<file path="src/rtl/keypad_pkg.sv">
// Shared types and helpers for the 4x4 keypad scanner and its debounce stage.
package keypad_pkg;

  localparam int unsigned NUM_ROWS = 4;
  localparam int unsigned NUM_COLS = 4;

  typedef logic [3:0] key_code_t;

  typedef struct packed {
    logic      found;
    key_code_t code;
    logic      multi;
  } scan_result_t;

  localparam scan_result_t NO_KEY = '{found: 1'b0, code: 4'd0, multi: 1'b0};

  typedef enum logic [1:0] {
    DEB_IDLE,
    DEB_HELD,
    DEB_RETRIG
  } deb_state_e;

  // hits[col][row] = 1 for a pressed intersection; lowest row*4+col wins.
  function automatic scan_result_t eval_frame(input logic [NUM_COLS-1:0][NUM_ROWS-1:0] hits);
    scan_result_t res;
    int unsigned  n;
    res = NO_KEY;
    n   = 0;
    for (int unsigned r = 0; r < NUM_ROWS; r++) begin
      for (int unsigned c = 0; c < NUM_COLS; c++) begin
        if (hits[c][r]) begin
          if (!res.found) res.code = key_code_t'(r * NUM_COLS + c);
          res.found = 1'b1;
          n++;
        end
      end
    end
    res.multi = (n > 32'd1);
    return res;
  endfunction

endpackage

</file>
<file path="src/rtl/keypad_debounce.sv">
// Frame-result debounce with commit and release/retrigger sequencing.
module keypad_debounce
  import keypad_pkg::*;
#(
  parameter logic [7:0] DEBOUNCE_SCANS = 8'd4
) (
  input  logic         clk_i,
  input  logic         rst_ni,
  input  logic         frame_done_i,
  input  scan_result_t frame_res_i,
  output logic         key_level_o,
  output key_code_t    key_code_o,
  output logic         key_press_o
);

  deb_state_e   state_q, state_d;
  scan_result_t cand_q, cand_d;
  logic [7:0]   stable_q, stable_d;
  key_code_t    code_q, code_d;
  logic         press_q, press_d;
  logic         commit;

  always_comb begin
    state_d  = state_q;
    cand_d   = cand_q;
    stable_d = stable_q;
    code_d   = code_q;
    press_d  = 1'b0;
    commit   = 1'b0;

    if (frame_done_i) begin
      if (frame_res_i == cand_q) begin
        if (stable_q < DEBOUNCE_SCANS - 8'd1) stable_d = stable_q + 8'd1;
      end else begin
        stable_d = '0;
        cand_d   = frame_res_i;
      end
      commit = (stable_d == DEBOUNCE_SCANS - 8'd1);
    end

    case (state_q)
      DEB_IDLE: begin
        if (commit && cand_d.found) begin
          state_d = DEB_HELD;
          code_d  = cand_d.code;
          press_d = 1'b1;
        end
      end
      DEB_HELD: begin
        if (commit) begin
          if (!cand_d.found)               state_d = DEB_IDLE;
          else if (cand_d.code != code_q)  state_d = DEB_RETRIG;
        end
      end
      // No frame can end during this single cycle, so cand_q still holds the new key.
      DEB_RETRIG: begin
        state_d = DEB_HELD;
        code_d  = cand_q.code;
        press_d = 1'b1;
      end
      default: state_d = DEB_IDLE;
    endcase
  end

  always_ff @(posedge clk_i) begin
    if (!rst_ni) begin
      state_q  <= DEB_IDLE;
      cand_q   <= NO_KEY;
      stable_q <= '0;
      code_q   <= '0;
      press_q  <= 1'b0;
    end else begin
      state_q  <= state_d;
      cand_q   <= cand_d;
      stable_q <= stable_d;
      code_q   <= code_d;
      press_q  <= press_d;
    end
  end

  assign key_level_o = (state_q == DEB_HELD);
  assign key_code_o  = code_q;
  assign key_press_o = press_q;

endmodule

</file>
<file path="src/rtl/keypad_scanner.sv">
// 4x4 active-low keypad scanner: row sync, column scan, frame accumulation.
// Define KEYPAD_GHOST_REJECT_EN to treat multi-key frames as no key.
module keypad_scanner
  import keypad_pkg::*;
#(
  parameter logic [15:0] SCAN_CYCLES    = 16'd250,
  parameter logic [7:0]  DEBOUNCE_SCANS = 8'd4
) (
  input  logic       clk,
  input  logic       rst,
  input  logic [3:0] row_in,
  output logic [3:0] col_out,
  output logic       key_level,
  output logic [3:0] key_code,
  output logic       key_press
);

  logic [3:0]                          sync1_q, sync2_q;
  logic [1:0]                          col_idx_q, col_idx_d;
  logic [15:0]                         cyc_cnt_q, cyc_cnt_d;
  logic [NUM_COLS-1:0][NUM_ROWS-1:0]   hits_q, hits_d;
  logic                                frame_done_q, frame_done_d;
  logic                                sample_now;
  scan_result_t                        raw_res, frame_res;

  always_comb begin
    sample_now   = (cyc_cnt_q == SCAN_CYCLES - 16'd1);
    cyc_cnt_d    = sample_now ? '0 : cyc_cnt_q + 16'd1;
    col_idx_d    = sample_now ? col_idx_q + 2'd1 : col_idx_q;
    hits_d       = hits_q;
    frame_done_d = 1'b0;
    // Each column slot is overwritten once per frame, so no explicit clear is needed.
    if (sample_now) begin
      hits_d[col_idx_q] = ~sync2_q;
      frame_done_d      = (col_idx_q == 2'd3);
    end
  end

  always_ff @(posedge clk) begin
    if (!rst) begin
      sync1_q      <= '1;
      sync2_q      <= '1;
      col_idx_q    <= '0;
      cyc_cnt_q    <= '0;
      hits_q       <= '0;
      frame_done_q <= 1'b0;
    end else begin
      sync1_q      <= row_in;
      sync2_q      <= sync1_q;
      col_idx_q    <= col_idx_d;
      cyc_cnt_q    <= cyc_cnt_d;
      hits_q       <= hits_d;
      frame_done_q <= frame_done_d;
    end
  end

  always_comb begin
    raw_res = eval_frame(hits_q);
`ifdef KEYPAD_GHOST_REJECT_EN
    frame_res = raw_res.multi ? NO_KEY : raw_res;
`else
    frame_res = raw_res;
`endif
  end

  assign col_out = ~(4'b0001 << col_idx_q);

  keypad_debounce #(
    .DEBOUNCE_SCANS(DEBOUNCE_SCANS)
  ) u_debounce (
    .clk_i       (clk),
    .rst_ni      (rst),
    .frame_done_i(frame_done_q),
    .frame_res_i (frame_res),
    .key_level_o (key_level),
    .key_code_o  (key_code),
    .key_press_o (key_press)
  );

endmodule

</file>
<file path="config.mk">
export PLATFORM = sky130hd
export DESIGN_NAME = keypad_scanner
export DESIGN_NICKNAME = d
export VERILOG_FILES = /design/src/rtl/keypad_pkg.sv /design/src/rtl/keypad_debounce.sv /design/src/rtl/keypad_scanner.sv
export SDC_FILE = /design/constraint.sdc
export NUM_CORES = 1
export LEC_CHECK = 0
export CAP_MARGIN = 20
export CORE_UTILIZATION = 55
export CTS_BUF_LIST = sky130_fd_sc_hd__clkbuf_16
export DETAILED_ROUTE_END_ITERATION = 10
export MAX_ROUTING_LAYER = met4
export PLACE_DENSITY_LB_ADDON = 0.05
export SLEW_MARGIN = 10
export SYNTH_ARGS = -nofsm -noshare
export SYNTH_HDL_FRONTEND = slang
export SYNTH_HIERARCHICAL = 1
export SYNTH_SLANG_ARGS = --single-unit
</file>
<file path="constraint.sdc">
create_clock -name clk -period 14.61 [get_ports clk]
set_input_delay 2.922 -clock clk [delete_from_list [all_inputs] [get_ports clk]]
set_output_delay 2.922 -clock clk [all_outputs]
set_load 0.02 [all_outputs]
</file>
==> results.cfg <==
[outcome]
outcome = finished clean

[die]
std_cell_rows = 33
die-height_um = 96.0
core-area_sq_um = 8380
initial_cell_density_of_the_core = 0.579
design.die.area_sq_um = 9210
die_x_extent_um = 96.0
num_io_pins = 16

[logic_synthesis]
synth_enable_flop_cells = 0
synth-seq-area-share = 0.264
avgSynthCellArea_sq_um = 8.02
prevailing_post_synth_register_cell = sky130_fd_sc_hd__dfxtp_1
postSynthNetCount = 635
total_number_of_yosys_warnings = 6
netlist-cell-type-count = 74
synth.cell_area_sq_um = 4850
postSynth.asyncResetShare = 0
number_of_storage_elements_in_the_synthesis_netlist = 64
netlist_instances = 605

[power]
power_frac_comb = 0.017
power-per-cell-area_nw_per_um2 = 73.9
worst_ir_drop_vdd_mv = 0.0777
static-leakage-power_nw = 2.18
finalPower_uw = 392
relative_contribution_of_the_clock_network_to_total_power = 0.530
power.sequential.fraction = 0.453
netSwitchingFraction = 0.208
switchingPower_uw = 81.5
p_int_uw = 311

[critical_path]
crit_required_ns = 14.80
rr_endpoint = u_debounce/key_code_o[3]$_SDFFE_PN0P_
cp-endpoint = u_debounce/key_code_o[3]$_SDFFE_PN0P_
critPathCaptureType = flop
critical_path_arrival_ns = 10.67
setup.worst_path.class = reg2reg
worst_path_max_delay_cell = sky130_fd_sc_hd__dfxtp_1
crit_fanout = 7
timing.critical_path.buf_inv = 3
cp-startpoint = hits_q[0]$_SDFFE_PN0P_
timing.critical_path.max_delay_family = adder cells
timing.critical_path.depth = 53
timing.reg2reg.setup_slack_ns = 4.13
r2r_start = hits_q[0]$_SDFFE_PN0P_
critical-path-top-cell-by-count = sky130_fd_sc_hd__ha_1
cpPeakStageDelay_ns = 0.37
reg2regPathDepth = 53
start_kind = flop

[placed_design]
placement.io_buffers = 15
dpl_worst_slack_ns = 4.19
post-place-cells = 698
detailed_place.area_sq_um = 5010
detailedPlacementHpwl_um = 7460
place.gp.congestion = 0.821

[routing]
drt_first_iter_violations = 162
ant_nets = 0
routed_wl_um = 9950
dr_total_vias = 4076
wire_per_inst_um = 13.9
drc_errors = 0
vias_per_cell = 5.71
drt_pass1_iterations = 4

[grt]
pin_count_of_the_biggest_net_entering_global_routing = 21
vias_in_the_first_global_route = 3845
grt_first_pass_wirelength_um = 17300
track_usage = 0.243
globalRouteOverflowTotal = 0
number_of_antenna_violations_at_the_first_check_in_global_routing = 0

[layout]
drive_above_1_share = 0.0706
finish.utilization = 0.634
nFillCells = 736
multi_input_comb_area_sq_um = 3340
final-seq-area_sq_um = 1280
layout.cells.non_filler = 714
stdcell_area_sq_um = 5310
synthToLayoutAreaGrowth_pct = 9.41
final_net_count = 634
antenna-diode-count = 0

[timing]
final.setup.tns_ns = 0
max_slew_margin = 0.415
timing_max_transition_violations_final = 0
holdWs_ns = 0.404
finalWorstPathRequiredPeriod_ns = 10.48
tightest_slew_ns = 0.872
timing.final.crit_share = 0.717
final-setup-viol-count = 0
post_route_setup_slack_ns = 4.13
max_freq_mhz = 95.4
hold_viol_final = 0
clock-skew-final_ns = 0.00461
setup_repair_after_global_routing_missed_its_margin = no

[clock_tree]
post_cts_hold_buffer_count = 0
clkSlewWorstSetupHoldPaths_ns = 0.06
post-cts-setup-buffers = 0
clock_path_buffers = 2
clock_latency_ns = 0.32
tritoncts.num_buffers = 9
cts.root.buffer_cell = sky130_fd_sc_hd__clkbuf_16
tritoncts = yes
clock_sink_count = 64
cts_repair_resize_count = 0
cts_max_level = 3

[run]
maxCapViolations = 0

[min_path]
min_path_type = reg2reg
flip-flops by register name (all words and copies together), names as in the netlist:
name / flops
hits_q: 16
frame_done_q: 1
col_idx_q: 2
u_debounce/cand_q: 6
u_debounce/key_code_o: 4
sync1_q: 4
u_debounce/stable_q: 8
u_debounce/state_q: 2
sync2_q: 4
cyc_cnt_q: 16
u_debounce/key_press_o: 1
power groups by stage:
stage               Combinational [mW]  Clock [mW]  Sequential [mW]
floorplan                      0.00412           0            0.181
CTS                            0.00665       0.212            0.178
global placement               0.00650           0            0.181
detailed placement             0.00661           0            0.181
global route                   0.00749       0.219            0.178
finish                         0.00658       0.208            0.178
worst min path at each step:
| stage | from | cells after the start | endpoint |
|---|---|---|---|
| floorplan | sync1_q[0]$_SDFF_PN1_ | 1 | sync2_q[0]$_SDFF_PN1_ |
| global placement | sync1_q[1]$_SDFF_PN1_ | 1 | sync2_q[1]$_SDFF_PN1_ |
| detailed placement | sync1_q[1]$_SDFF_PN1_ | 1 | sync2_q[1]$_SDFF_PN1_ |
| CTS | sync1_q[1]$_SDFF_PN1_ | 1 | sync2_q[1]$_SDFF_PN1_ |
| global route | sync1_q[1]$_SDFF_PN1_ | 1 | sync2_q[1]$_SDFF_PN1_ |
| finish | sync1_q[1]$_SDFF_PN1_ | 1 | sync2_q[1]$_SDFF_PN1_ |
worst register-to-register path: cells and delay by family, from the launching register on:
kind	cells	cell delay (ns)
AOI/OAI and AO/OA	14	2.44
buffers and inverters	3	0.21
adders and majority gates	13	3.87
muxes	3	0.75
xor gates and xnor gates	3	0.54
and+or+nand+nor	17	2.20
DFF	1	0.37
metal layers:
metal / vias to the layer above / track usage / part of all wire
met5: - / - / 0
met1: 1907 / 0.296 / 0.48
li1: 2116 / - / -
met4: 0 / 0.0647 / 0.0074
met2: 47 / 0.427 / 0.50
met3: 6 / 0.0284 / 0.021
layout by cell type, fill, tap and decap left out, types with 4 or more instances in the layout:
cell type,Yosys,final
sky130_fd_sc_hd__a21o_1,4,4
sky130_fd_sc_hd__a21oi_1,38,38
sky130_fd_sc_hd__a311oi_1,4,4
sky130_fd_sc_hd__and2_1,9,9
sky130_fd_sc_hd__and3_1,6,6
sky130_fd_sc_hd__and4_1,5,5
sky130_fd_sc_hd__clkbuf_16,0,9
sky130_fd_sc_hd__clkdlybuf4s50_1,0,15
sky130_fd_sc_hd__dfxtp_1,64,64
sky130_fd_sc_hd__ha_1,24,24
sky130_fd_sc_hd__inv_1,28,28
sky130_fd_sc_hd__mux2_2,5,5
sky130_fd_sc_hd__mux2i_1,13,13
sky130_fd_sc_hd__nand2_1,52,52
sky130_fd_sc_hd__nand2b_1,18,18
sky130_fd_sc_hd__nand3_1,16,16
sky130_fd_sc_hd__nand4_1,7,7
sky130_fd_sc_hd__nor2_1,93,93
sky130_fd_sc_hd__nor2b_1,7,7
sky130_fd_sc_hd__nor3_1,12,12
sky130_fd_sc_hd__nor3b_1,4,4
sky130_fd_sc_hd__nor4_1,8,8
sky130_fd_sc_hd__o211ai_1,5,5
sky130_fd_sc_hd__o21ai_0,15,15
sky130_fd_sc_hd__o22ai_1,4,4
sky130_fd_sc_hd__o31ai_1,6,6
sky130_fd_sc_hd__or2_2,4,4
sky130_fd_sc_hd__or3_1,4,4
sky130_fd_sc_hd__xnor2_1,29,29
sky130_fd_sc_hd__xnor3_1,4,4
sky130_fd_sc_hd__xnor3_2,4,4
sky130_fd_sc_hd__xor2_1,28,28
layout make-up:
type                    instances  share of cell area
clock inverters                 7              0.0134
repair buffers                 15              0.0283
clock buffers                   9              0.0424
inverters                      29              0.0205
multi-input cells             485               0.629
flip-flops and latches         64               0.241
well taps                     105              0.0247
kinds of logic (layout without fill, tap and decap cells):
group                    count (synthesis)  count (layout)  share of synthesized area
AO/OA/AOI/OAI                          114             114                      0.160
buffers and inverters                   56              60                     0.0474
flip-flops                              64              64                      0.264
AND/OR/NAND/NOR                        256             256                      0.259
multiplexers                            19              19                     0.0415
adder cells (fa/ha/maj)                 25              25                     0.0639
XOR/XNOR                                71              71                      0.165
cell usage after synthesis, types with 5 or more instances:
library cell / count / area share
sky130_fd_sc_hd__nand3_1: 16 / 0.016
sky130_fd_sc_hd__dfxtp_1: 64 / 0.26
sky130_fd_sc_hd__and3_1: 6 / 0.0077
sky130_fd_sc_hd__xor2_1: 28 / 0.051
sky130_fd_sc_hd__nand2_1: 52 / 0.040
sky130_fd_sc_hd__clkbuf_1: 20 / 0.015
sky130_fd_sc_hd__o21ai_0: 15 / 0.015
sky130_fd_sc_hd__o31ai_1: 6 / 0.0093
sky130_fd_sc_hd__and4_1: 5 / 0.0090
sky130_fd_sc_hd__a21oi_1: 38 / 0.039
sky130_fd_sc_hd__o211ai_1: 5 / 0.0077
sky130_fd_sc_hd__nand2b_1: 18 / 0.023
sky130_fd_sc_hd__ha_1: 24 / 0.062
sky130_fd_sc_hd__mux2_2: 5 / 0.012
sky130_fd_sc_hd__nor2b_1: 7 / 0.0090
sky130_fd_sc_hd__xnor2_1: 29 / 0.052
sky130_fd_sc_hd__nor2_1: 93 / 0.072
sky130_fd_sc_hd__inv_1: 28 / 0.022
sky130_fd_sc_hd__nor3_1: 12 / 0.012
sky130_fd_sc_hd__nand4_1: 7 / 0.0090
sky130_fd_sc_hd__nor4_1: 8 / 0.010
sky130_fd_sc_hd__and2_1: 9 / 0.012
sky130_fd_sc_hd__mux2i_1: 13 / 0.027
No activity file was read; power rests on OpenSTA's default activity.
